$ cat src/rtl/serial_adder_ctrl.sv
// Bit-serial adder controller. It feeds one bit pair per cycle, LSB first, to
// an external full adder. It collects the sum bits into a shift register and
// carries the full adder's carry-out into the next bit.
module serial_adder_ctrl #(
  parameter int WIDTH = 8
) (
  input  logic             clk,
  input  logic             rst_n,
  input  logic             start,
  input  logic [WIDTH-1:0] op_a,
  input  logic [WIDTH-1:0] op_b,
  input  logic             cin,
  output logic             fa_a,
  output logic             fa_b,
  output logic             fa_cin,
  input  logic             fa_sum,
  input  logic             fa_cout,
  output logic             busy,
  output logic             done,
  output logic [WIDTH-1:0] sum,
  output logic             cout
);

  // The counter needs at least one bit so that WIDTH=1 stays legal.
  localparam int CW = (WIDTH > 1) ? $clog2(WIDTH) : 1;

  typedef enum logic [1:0] {
    IDLE,
    RUN,
    DONE
  } state_t;

  state_t           state_reg;
  state_t           state_next;
  logic [WIDTH-1:0] a_reg;
  logic [WIDTH-1:0] b_reg;
  logic [WIDTH-1:0] sum_reg;
  logic [WIDTH-1:0] sum_shift;
  logic             carry_reg;
  logic [CW-1:0]    cnt_reg;
  logic             last_bit;

  assign last_bit = (cnt_reg == CW'(WIDTH - 1));

  // The new sum bit enters at the MSB, so after WIDTH shifts bit 0 holds the LSB.
  generate
    if (WIDTH == 1) begin : g_sum_one
      assign sum_shift = fa_sum;
    end else begin : g_sum_many
      assign sum_shift = {fa_sum, sum_reg[WIDTH-1:1]};
    end
  endgenerate

  // State register
  always_ff @(posedge clk or negedge rst_n) begin
    if (!rst_n) begin
      state_reg <= IDLE;
    end else begin
      state_reg <= state_next;
    end
  end

  // Next-state logic and status/full-adder outputs
  always_comb begin
    state_next = state_reg;
    busy       = 1'b0;
    done       = 1'b0;
    fa_a       = 1'b0;
    fa_b       = 1'b0;
    fa_cin     = 1'b0;
    case (state_reg)
      IDLE: begin
        if (start) begin
          state_next = RUN;
        end
      end
      RUN: begin
        busy   = 1'b1;
        fa_a   = a_reg[0];
        fa_b   = b_reg[0];
        fa_cin = carry_reg;
        if (last_bit) begin
          state_next = DONE;
        end
      end
      DONE: begin
        done       = 1'b1;
        state_next = IDLE;
      end
      default: begin
        state_next = IDLE;
      end
    endcase
  end

  // Operand capture on start, and one bit of addition per RUN cycle
  always_ff @(posedge clk or negedge rst_n) begin
    if (!rst_n) begin
      a_reg     <= '0;
      b_reg     <= '0;
      sum_reg   <= '0;
      carry_reg <= 1'b0;
      cnt_reg   <= '0;
    end else begin
      case (state_reg)
        IDLE: begin
          if (start) begin
            a_reg     <= op_a;
            b_reg     <= op_b;
            carry_reg <= cin;
            cnt_reg   <= '0;
          end
        end
        RUN: begin
          sum_reg   <= sum_shift;
          carry_reg <= fa_cout;
          a_reg     <= a_reg >> 1;
          b_reg     <= b_reg >> 1;
          cnt_reg   <= cnt_reg + CW'(1);
        end
        default: begin
        end
      endcase
    end
  end

  // The carry register holds the final carry from the end of RUN until the next start.
  assign sum  = sum_reg;
  assign cout = carry_reg;

endmodule
$ cat config.mk
export PLATFORM = sky130hd
export DESIGN_NAME = serial_adder_ctrl
export DESIGN_NICKNAME = d
export VERILOG_FILES = /design/src/rtl/serial_adder_ctrl.sv
export SDC_FILE = /design/constraint.sdc
export NUM_CORES = 1
export LEC_CHECK = 0
export BUFFER_PORTS_ARGS = -buffer_cell sky130_fd_sc_hd__buf_2
export CORE_MARGIN = 3
export CORE_UTILIZATION = 56
export DETAILED_ROUTE_END_ITERATION = 10
export PLACE_DENSITY = 0.82
export SLEW_MARGIN = 10
export SYNTH_ARGS = -nofsm -noshare
export SYNTH_HDL_FRONTEND = slang
export SYNTH_SLANG_ARGS = --single-unit
export TNS_END_PERCENT = 10
$ cat constraint.sdc
create_clock -name clk -period 3.25 [get_ports clk]
set_clock_uncertainty 0.1 [all_clocks]
set_input_delay 0.325 -clock clk [delete_from_list [all_inputs] [get_ports clk]]
set_output_delay 0.325 -clock clk [all_outputs]
set_load 0.01 [all_outputs]
# Word-level counts from Yosys, hierarchy flattened
# Cells that the tools add are included.
# W data, S select, Z words.
# classes
reduce_logical,4
addsub,1
mux,16
eq_ne,5
# op_table
op,count
$pmux W8 S2,2
$mux W8,2
$mux W1,6
$pmux W3 S2,1
$mux W2,2
$ne A2 B2 Y1 const B,2
$pmux W2 S2,1
$reduce_and A2 Y1,2
$add A3 B1 Y3 const B,1
$eq A3 B3 Y1 const B,1
$mux W3,1
$eq A2 B1 Y1 const B,1
$eq A2 B2 Y1 const B,1
$logic_not A2 Y1,1
$pmux W1 S2,1
$reduce_bool A2 Y1,1
# word_totals
reg_bits,30
output_inout_bits,14
elab_cells,32
inputBits,22

# Longest topological paths before layout
# logic_depth
word_depth,3
ltp_mapped,5
ltp_nobuf,4

# Worst setup path before layout
# No wires, ideal clock.
# synth_timing
path_kind,reg2out
startpoint,register state_reg[1]
endpoint,output port fa_cin
setup_slack_ns,1.811
stages_incl_launch_ff,5
n_path_buf,1
t_arrival_ns,1.014
t_required_ns,2.825
cell_sequence,dfrtp_1 nand2b_1 buf_2 inv_1 and2_1
# synth_via
elab_chain_cells,2
# synth_rtl
element,line_no,text
from (decl),33,state_t state_reg;
from (signal assigned),59,state_reg <= state_next;
$eq A2 B1 Y1,71,case (state_reg)
$mux W1,71,
to (decl),15,"output logic fa_cin,"
# Every way passes these cells.

# Final worst setup path
# layout_timing
startpoint,register state_reg[1]
endpoint,output port fa_b
# layout_via
elab_chain_cells,2
# layout_rtl
element,line_no,text
$eq A2 B1 Y1,71,
$mux W1,71,
to (decl),14,"output logic fa_b,"
# Every way passes these cells.

==> results.toml <==
[floorplan]
io_pins = 36
num_rows = 18
die_h_microns = 57.6
die_x_microns = 57.6
die-area_sq_um = 3310
start_util_pct = 59.6
core_sq_um = 2500

[power]
powerDensity_nw_per_um2 = 939
swShare_pct = 35.1
seqPwrFrac_pct = 43.8
cellLeakagePower_nw = 0.825
p_int_mw = 1.05
p_switching_mw = 0.571
clkPwrFrac_pct = 16.8
pwr-share-comb_pct = 39.4
vdd_drop_max_v = 0.000639

[placement]
place_congestion = 0.724
dp_hpwl_microns = 1820
io_buffers = 35
dp.cells = 180

[drt]
route.detailed.drc = 0
drt_first_pass_iters = 4
wl_per_cell_microns = 14.7
routed_via_density = 5.70
via_count = 1078
routed_wl_microns = 2780
ant_nets = 0
drt_first_iter_violations = 26

[job]
max-cap-violations = 0

[worst_setup_path]
worstPathRequired_ns = 2.82
arrival_ns = 2.02
startpoint_type = "register"
end_kind = "primary output"
setup.worst_path.start = "state_reg[1]$_DFFE_PN0P_"
critPathKind = "reg -> out"
critPathMaxFanout = 35
r2r_start = "state_reg[1]$_DFFE_PN0P_"

[status]
status = "completed"

[clock_network]
cts_inserted_buffers = 5
clk_latency_ns = 0.33
cts_setup_buffers = 0
clock_path_buffers = 2
cts_root_buf = "clkbuf_4"
clock_sinks = 30
tritoncts = "yes"
path_clk_slew_ns = 0.09
cts_max_level = 2

[finish]
fin_cells = 189
layout-drive-gt1-share_pct = 35.8
synthToLayoutAreaGrowth_pct = 16.2
final_cell_mix = "35 x buf_2, 30 x dfrtp_1, 13 x inv_1, 13 x nor3b_1"
layout.nets = 182
layout_commonest_cell = "buf_2"
n_antenna_cell = 0

[timing]
timing.fmax_mhz = 408
slew_violations = 0
finalCritPeriodShare_pct = 75.4
finalSetupViolCount = 0
min_period_ns = 2.45
tightest_slew_ns = 1.00
slew-limit-headroom_pct = 33.0
setup_tns_ns = 0
grt_setup_unrepaired = "no"
finalHoldViolCount = 0

[worst_hold_path]
hp-start = "fa_sum"
hold_class = "in -> reg"

[synth]
syn_avg_cell_area_sq_um = 11.8
synthDistinctLibCells = 26
syn_nets = 150
synth_seq_area_share_pct = 50.4
syn-cell-area_sq_um = 1490
synth_cells = 126
synth.yosys.warnings = 0
ys_ff_latch = 30

[grt]
first_global_vias = 1085
grt_pass1_wl_microns = 4730
grt_overflow = 0
grt_max_degree = 37
grt_usage_pct = 19.1
antenna_found_initial = 0
## power by group through the flow
stage	clock network [mW]	registers, mW	logic (mW)
2_1_floorplan	0	0.665	0.526
3_3_place_gp	0	0.703	0.623
3_5_place_dp	0	0.716	0.646
4_1_cts	0.284	0.709	0.652
5_1_grt	0.298	0.741	0.717
6_report	0.273	0.711	0.640
## per-layer routing
| layer | vias to the layer above | track usage [%] | part of all wire (%) |
|---|---|---|---|
| met3 | 6 | 8.60 | 6.3 |
| met5 | - | 0 | 0 |
| met2 | 26 | 30.5 | 47 |
| met1 | 523 | 22.1 | 45 |
| li1 | 523 | - | - |
| met4 | 0 | 8.61 | 1.8 |
## worst paths after layout
path                       cells past startpoint  slack, ns                endpoint
setup / recovery                               4       0.80                    fa_b
hold / removal                                 2       0.12      sum[7]$_DFFE_PN0N_
setup reg to reg                               3       1.20      sum[2]$_DFFE_PN0N_
hold reg to reg                                1       0.39    b_reg[7]$_DFFE_PN0P_
max in group asynchronous                      2       2.19      sum[6]$_DFFE_PN0N_
min in group asynchronous                      2       0.44  cnt_reg[1]$_DFFE_PN0P_
## Yosys cell counts
library cell,count,area [sq um]
or4b_1,3,30.0
o21bai_2,1,11.3
nor4bb_1,2,20.0
clkbuf_1,3,11.3
nor2b_1,1,6.26
dfrtp_1,30,751
buf_6,1,11.3
mux2_2,4,45.0
inv_1,13,48.8
o21ba_2,1,10.0
buf_2,6,30.0
buf_4,2,15.0
nor4b_1,12,105
nand2b_1,3,18.8
a21o_1,1,7.51
nor3b_1,13,97.6
mux2_4,4,60.1
mux2i_1,1,10.0
o221a_2,3,33.8
a21oi_1,1,5.00
nor2_1,2,7.51
and2_1,2,12.5
a211oi_1,12,90.1
ha_1,2,25.0
a211o_1,1,8.76
a22o_1,2,17.5
## cells by family (layout without fill, tap and decap cells)
logic type                 count (synthesis)  count (layout)  synth area share, %
muxes                                      9               9                 7.73
adders and majority gates                  2               2                 1.68
and+or+nand+nor                           38              38                 20.0
AOI/OAI and AO/OA                         22              22                 12.4
DFF                                       30              30                 50.4
buffers and inverters                     25              58                 7.82
## per-stage QoR
| step | cell area (sq um) | power, mW | setup WS [ns] | util [%] | hold WS [ns] |
|---|---|---|---|---|---|
| 2_1_floorplan | 1490 | 1.19 | 1.81 | - | -0.0706 |
| 3_3_place_gp | 1640 | 1.33 | 1.26 | 65.7 | 0.283 |
| 3_5_place_dp | 1640 | 1.36 | 1.19 | 65.7 | 0.297 |
| 4_1_cts | 1730 | 1.64 | 0.805 | 69.2 | 0.108 |
| 5_1_grt | 1730 | 1.76 | 0.637 | 69.2 | 0.106 |
| 6_report | 1730 | 1.62 | 0.801 | 69.2 | 0.121 |
## repair_timing
item	4_1_cts	5_1_grt
endpoints found under the hold margin	30	0
gates resized for setup	0	0
hold buffers	1	0
## worst max-delay path: stages (launching register included)
cell and delay (ns):
dfrtp_1 1.01, nand2b_1 0.22, buf_4 0.25, nor2_1 0.06
buf_2 0.14
## cell type report
class | instances | area, sq um
timing repair buffer | 37 | 193
inverter | 13 | 48.8
clock buffer | 8 | 78.8
multi-input combinational | 71 | 622
fill | 196 | 769
tap | 30 | 37.5
sequential | 30 | 751
No activity file was read; power rests on OpenSTA's default activity.
